File: src/rtl/pc_fetch_unit.sv
// pc_fetch_unit
//   Holds the program counter and fetches one instruction word at a time from
//   instruction memory. After an instruction commits, it picks the next PC
//   from the branch-resolve stage. If that PC is not word-aligned, the unit
//   raises a sticky fault and halts until reset.
//
// Ports
//   clk, rst        single clock; synchronous active-high reset
//   pc_control      next-PC select: 00 pc+4, 01 branch, 10 jump, 11 pc+4
//   branch_target   taken-branch address
//   jump_target     JAL/JALR address
//   instr_done      one-cycle commit strobe for the instruction in instr
//   imem_req/addr   instruction memory read request / address
//   imem_ack/rdata  read response; ack marks rdata as valid
//   pc, pc_plus4    address of the held instruction, and that address + 4
//   instr           latched instruction word
//   instr_valid     instr/pc may be executed
//   misaligned      sticky fault flag
//   fault_addr      the misaligned next PC that caused the fault
module pc_fetch_unit #(
    parameter logic [31:0] RESET_VECTOR = 32'h0000_0000
) (
    input  logic        clk,
    input  logic        rst,
    input  logic [1:0]  pc_control,
    input  logic [31:0] branch_target,
    input  logic [31:0] jump_target,
    input  logic        instr_done,
    output logic        imem_req,
    output logic [31:0] imem_addr,
    input  logic        imem_ack,
    input  logic [31:0] imem_rdata,
    output logic [31:0] pc,
    output logic [31:0] pc_plus4,
    output logic [31:0] instr,
    output logic        instr_valid,
    output logic        misaligned,
    output logic [31:0] fault_addr
);

    localparam logic [31:0] NOP = 32'h0000_0013;

    typedef enum logic [1:0] {
        BOOT  = 2'd0,
        FETCH = 2'd1,
        EXEC  = 2'd2,
        HALT  = 2'd3
    } state_t;

    state_t      state_q, state_d;
    logic [31:0] pc_q, pc_d;
    logic [31:0] instr_q, instr_d;
    logic        mis_q, mis_d;
    logic [31:0] fault_q, fault_d;
    logic [31:0] next_pc;

    // The adder wraps modulo 2^32, so FFFF_FFFC + 4 gives 0. That result is
    // aligned and does not raise a fault.
    assign pc_plus4 = pc_q + 32'd4;

    // Reserved select 11 falls through to sequential flow.
    always_comb begin
        next_pc = pc_plus4;
        case (pc_control)
            2'b01:   next_pc = branch_target;
            2'b10:   next_pc = jump_target;
            default: next_pc = pc_plus4;
        endcase
    end

    always_ff @(posedge clk) begin
        if (rst) begin
            state_q <= BOOT;
            pc_q    <= RESET_VECTOR;
            instr_q <= NOP;
            mis_q   <= 1'b0;
            fault_q <= 32'h0;
        end else begin
            state_q <= state_d;
            pc_q    <= pc_d;
            instr_q <= instr_d;
            mis_q   <= mis_d;
            fault_q <= fault_d;
        end
    end

    always_comb begin
        state_d = state_q;
        pc_d    = pc_q;
        instr_d = instr_q;
        mis_d   = mis_q;
        fault_d = fault_q;
        case (state_q)
            BOOT:  state_d = FETCH;
            FETCH: begin
                // The request is combinational from state, so an ack in the
                // first FETCH cycle is accepted.
                if (imem_ack) begin
                    instr_d = imem_rdata;
                    state_d = EXEC;
                end
            end
            EXEC: begin
                if (instr_done) begin
                    if (next_pc[1:0] == 2'b00) begin
                        pc_d    = next_pc;
                        state_d = FETCH;
                    end else begin
                        fault_d = next_pc;
                        mis_d   = 1'b1;
                        state_d = HALT;
                    end
                end
            end
            default: state_d = HALT;
        endcase
    end

    assign imem_req    = (state_q == FETCH);
    assign imem_addr   = pc_q;
    assign pc          = pc_q;
    assign instr       = instr_q;
    assign instr_valid = (state_q == EXEC);
    assign misaligned  = mis_q;
    assign fault_addr  = fault_q;

endmodule

File: config.mk
export PLATFORM = sky130hd
export DESIGN_NAME = pc_fetch_unit
export DESIGN_NICKNAME = d
export VERILOG_FILES = /design/src/rtl/pc_fetch_unit.sv
export SDC_FILE = /design/constraint.sdc
export NUM_CORES = 1
export LEC_CHECK = 0
export BUFFER_PORTS_ARGS = -buffer_cell sky130_fd_sc_hd__buf_2
export CAP_MARGIN = 20
export CORE_MARGIN = 5
export CORE_UTILIZATION = 42
export CTS_CLUSTER_DIAMETER = 60
export DETAILED_ROUTE_END_ITERATION = 16
export GPL_TIMING_DRIVEN = 1
export PLACE_DENSITY_LB_ADDON = 0.15
export SLEW_MARGIN = 20
export SYNTH_ARGS = -nofsm -noshare
export SYNTH_HDL_FRONTEND = slang
export SYNTH_SLANG_ARGS = --single-unit
File: constraint.sdc
create_clock -name clk -period 2.1 [get_ports clk]
set_input_delay 0.21 -clock clk [delete_from_list [all_inputs] [get_ports clk]]
set_output_delay 0.21 -clock clk [all_outputs]
set_load 0.05 [all_outputs]
# Word level (Yosys, flattened, before mapping)
# Index checks and enable logic that the tools add are counted.
# op_classes
addsub	1
n_mul	0
n_div	0
order_cmp	0
eq_ne	6
shifts	0
mux	5
bitwise_logic	1
reduce_logical	6
# op_table
operator	n
$pmux 32 s2	1
$add 32x3->32 const B	1
$mux 2	3
$pmux 2 s3	1
$reduce_and 3->1	2
$eq 2x1->1 const B	2
$eq 2x2->1 const B	2
$logic_not 2->1	2
$reduce_and 2->1	2
$ne 2x1->1 const B	1
$ne 2x2->1 const B	1
$not 1->1	1
# totals
ff_bits	99
latch_bits	0
ram_bits	0
mem_bits_ro	0
input_bits	102
output_inout_bits	163
wordCells	24
memories	0

# Longest topological paths before layout
# logic_depth
ltp_word	6
depth_mapped	10

# Worst setup path after synthesis
# OpenSTA, ideal clock, no wires.
# synth_timing
kind	reg-to-reg
start	register pc_q[11], in the netlist imem_addr[11]
end	register fault_q[15], in the netlist fault_addr[15]
setup_time_ps	62
t_arrival_ps	2830
setup_slack_ps	-791
stages_incl_launch_ff	7
path_buffers	1
synth_period_minus_slack_ps	2891
path_cell_list	dfxtp_1 -> nand3_1 -> or4_4 -> buf_2 -> xnor2_1 -> o211ai_1 -> nand2_1
# synth_via
elab_chain_len	2
# synth_rtl
item	line	rtl
start: declaration	51	logic [31:0] pc_q, pc_d;
start signal: assignment	80	pc_q <= pc_d;
$add 32x3->32	59	assign pc_plus4 = pc_q + 32'd4;
net pc_plus4[15]	34	output logic [31:0] pc_plus4,
$pmux 32 s2	64	case (pc_control)
end signal: assignment	83	fault_q <= fault_d;
end: declaration	54	logic [31:0] fault_q, fault_d;
# The timed path passes the listed nets, and every way through them passes these cells.
# A chain may end at the register's enable or synchronous reset.

# Worst setup path after layout
# layout_timing
start	register pc_q[3], in the netlist imem_addr[3]
end	output pc_plus4[19]
# layout_via
elab_chain_len	1
# layout_rtl
item	line
$add 32x3->32	59
end: declaration	34
# Every way passes these cells.

==> summary.md <==
| Metric | Value |
|---|---|
| Reg2reg setup slack | -40 ps |
| Post-Syn Instances | 675 |
| Critical path class | register to output pin |
| Post-route setup slack | -249 ps |
| Clk_skew | 6.76 ps |
| Clock Power Share | 0.370 |
| R2R cell count | 9 |
| Crit Path Max Fanout | 4 |
| Post-route ant nets | 0 |
| FF/Latch Area | 2050 µm² |
| Layout fillers | 1,046 |
| Multi-input gate area | 3240 µm² |
| Cells along the critical path | nand4_1 > buf_4 > or4_4 > or3_4 > nand2_2 > buf_8 |
| Layout cells sized above 1 | 0.506 |
| Comb pwr share | 0.197 |
| Wire per inst | 17.7 µm |
| N_diodes | 0 |
| Sequential share of the synthesized area | 0.378 |
| Most common cell after layout, fill and taps aside | buf_2 |
| Ys async rst share | 0 |
| CP max stage delay | 480 ps |
| Worst Hold Path EP | instr[0]$_SDFFE_PP1P_ |
| Slew margin rel. | 0.570 |
| Clock slew at reported path FFs | 70 ps |
| Fin. Hold Viols | 0 |
| Starting Density | 0.433 |
| Die Area | 14,800 µm² |
| Post-Syn Area per Cell | 7.76 µm² |
| Final worst path period share | 1.12 |
| Area growth syn-to-layout | 54.5% |
| DRC | 0 |
| Vias in the first global route | 5,941 |
| Final min period | 2350 ps |
| Drt via density | 5.51 |
| Actual slew at the worst max-slew pin | 644 ps |
| RSZ-0062 raised after global routing | yes |
| Io pins | 265 |
| Final setup fails | 20 |
| P_sw | 1.38 mW |
| Leakage power | 3.76 nW |
| Via count | 6,230 |
| GRT Total Usage | 0.256 |
| CTS tree | done |
| Failing checks | negative setup slack |
| Worst setup SP type | register |
| Clock root cell | clkbuf_16 |
| Cell Count, Final, Fillers Out | 1,130 |
| Initial DRC Count | 427 |
| Bufs and invs on worst path | 2 |
| Total power after layout | 4.48 mW |
| Gpl congestion | 0.888 |
| Endpoint type of the worst setup path | output pin |
| Mapped Area | 5240 µm² |
| Pwr dens | 554 nW/µm² |
| Worst path slowest cell | or4_4 |
| Total grt overflow | 0 |
| Worst path arrival time | 2140 ps |
| Most frequent cells in the layout | buf_2 (239), nand2_1 (135), buf_4 (87) |
| Dominant cell type by area after synthesis | dfxtp_1 |
| Crit path max-delay family | simple AND/OR/NAND/NOR gates |
| Crit path from | imem_addr[3]$_SDFFE_PP0P_ |
| Synth top area share | 0.378 |
| Worst min path class | primary input to register |
| Hold Crit Start | imem_rdata[0] |
| Netlist cell types | 54 |
| I/O Buffers | 264 |
| Maximum vdd drop | 0.386 mV |
| Post-synth EDFFs | 0 |
| Clock Latency Late Sink | 350 ps |
| Worst r2r dst | imem_addr[8]$_SDFFE_PP0P_ |
| First-pass GRT wire length | 30,300 µm |
| Post-placement cell count | 1,093 |
| Clock sink count | 99 |
| TritonCTS Buffers | 9 |
| Data required, critical path | 1890 ps |
| Largest net degree at the start of global routing | 56 |
| Die Height | 122 µm |
| Pint | 3.10 mW |
| DP HPWL | 14,600 µm |
| H-tree levels | 3 |
| Area contributors post-synth | dfxtp_1 (38%), nand2_1 (10%), a21oi_1 (5.7%) |
| Core area | 12,100 µm² |
| WL final | 20,000 µm |
| Hold depth | 3 |
| Ys Warns | 0 |
| Net count after synthesis | 780 |
| Final Net Count | 1,062 |
| Status | finished, violations left |
| Width of the die | 122 µm |
| Max Cap Viol | 0 |
| Initial antenna violation count | 1 |
| Reg-to-Reg Start | imem_addr[2]$_SDFFE_PP0P_ |
| Pins Over Slew Limit | 0 |
| Max clock buf depth | 2 |
| #FFs+latches synth | 99 |
| DR pass1 iterations | 5 |
| Sequential share of power | 0.433 |
| Fmax | 426 MHz |
| Top_reg_cell synth | dfxtp_1 |
| Rows | 40 |
| Sw Share | 0.308 |
==> metal layers <==
| metal | up-vias | part of all wire | GRT usage |
|---|---|---|---|
| met4 | 2 | 0.023 | 0.0868 |
| met5 | - | 0.00035 | 0 |
| li1 | 2929 | - | - |
| met2 | 284 | 0.49 | 0.440 |
| met1 | 2977 | 0.41 | 0.324 |
| met3 | 38 | 0.077 | 0.0474 |
==> state kept, by name, indices dropped and copies added, names as in the netlist <==
name        cells
fault_addr     32
state_q         2
imem_addr      32
misaligned      1
instr          32
==> synth_stat cells (3+ instances only) <==
library cell,count
inv_1,19
a31oi_1,4
o31ai_1,4
dfxtp_1,99
or3_1,11
or2_2,5
nand2_1,142
nand2b_1,5
ha_1,3
nor2_1,24
xor2_1,4
a31o_2,16
a211o_1,3
a21oi_1,60
o21ai_0,29
nand4_1,8
nor3b_1,10
buf_2,5
nand3_1,11
a221o_1,11
nor4_1,10
o21a_1,3
xnor2_1,11
nand3b_1,24
o211ai_1,3
o21ai_1,6
and4_1,3
clkbuf_1,45
or4_1,4
a31o_1,3
buf_4,34
nor3_1,6
a211oi_1,3
a221oi_1,21
==> worst min-delay path: cells and delay by family <==
kind                   cells  cell delay, ps
AND/OR/NAND/NOR            2             110
buffers and inverters      1              70
==> area by class of cell <==
type | count | area share
tap | 168 | 0.0260
inverter | 19 | 0.00881
multi-input combinational | 473 | 0.401
sequential | 99 | 0.253
clock buffer | 11 | 0.0314
timing repair buffer | 355 | 0.275
clock inverter | 5 | 0.00541
==> power groups by stage <==
| stage | sequential [mW] | combinational, mW | clock (mW) |
|---|---|---|---|
| 6_report | 1.94 | 0.883 | 1.66 |
| 5_1_grt | 1.95 | 0.945 | 1.77 |
| 4_1_cts | 1.94 | 0.872 | 1.68 |
| 3_5_place_dp | 1.98 | 0.851 | 0 |
| 3_3_place_gp | 1.98 | 0.838 | 0 |
| 2_1_floorplan | 2.14 | 0.404 | 0 |
==> how the worst max path moves through the flow <==
| stage | endpoint | cells after the start |
|---|---|---|
| finish | pc_plus4[19] | 6 |
| global route | pc_plus4[19] | 6 |
| CTS | pc_plus4[19] | 6 |
| detailed placement | fault_addr[26]$_SDFFE_PP0P_ | 8 |
| global placement | fault_addr[30]$_SDFFE_PP0P_ | 8 |
| floorplan | pc_plus4[29] | 5 |
==> kinds of logic after synthesis <==
logic type | after synthesis | share of synthesized area
adders and majority gates | 3 | 0.00716
and+or+nand+nor | 276 | 0.261
muxes | 2 | 0.00430
xor gates and xnor gates | 15 | 0.0251
buffers and inverters | 104 | 0.100
AOI/OAI and AO/OA | 176 | 0.224
DFF | 99 | 0.378
==> stage by stage <==
step           hold slack, ps  setup WS, ps  setup TNS, ps   util  instance area, µm²
6_report                 80.0          -249          -2480  0.668                8090
2_1_floorplan             334         -66.5           -188      -                5480
5_1_grt                  76.6          -315          -4060  0.668                8090
3_5_place_dp              431          -269          -5660  0.588                7120
4_1_cts                  64.9          -245          -2270  0.651                7890
3_3_place_gp              423          -181          -2320  0.588                7120
==> timing repair <==
item	in CTS	in global routing
setup endpoints to repair	26	32
cloned	1	0
setup buffers	14	8
hold buffers	0	0
pin swaps	9	8
gates resized for setup	87	34
Note: power is estimated with default switching activity, not from simulation.
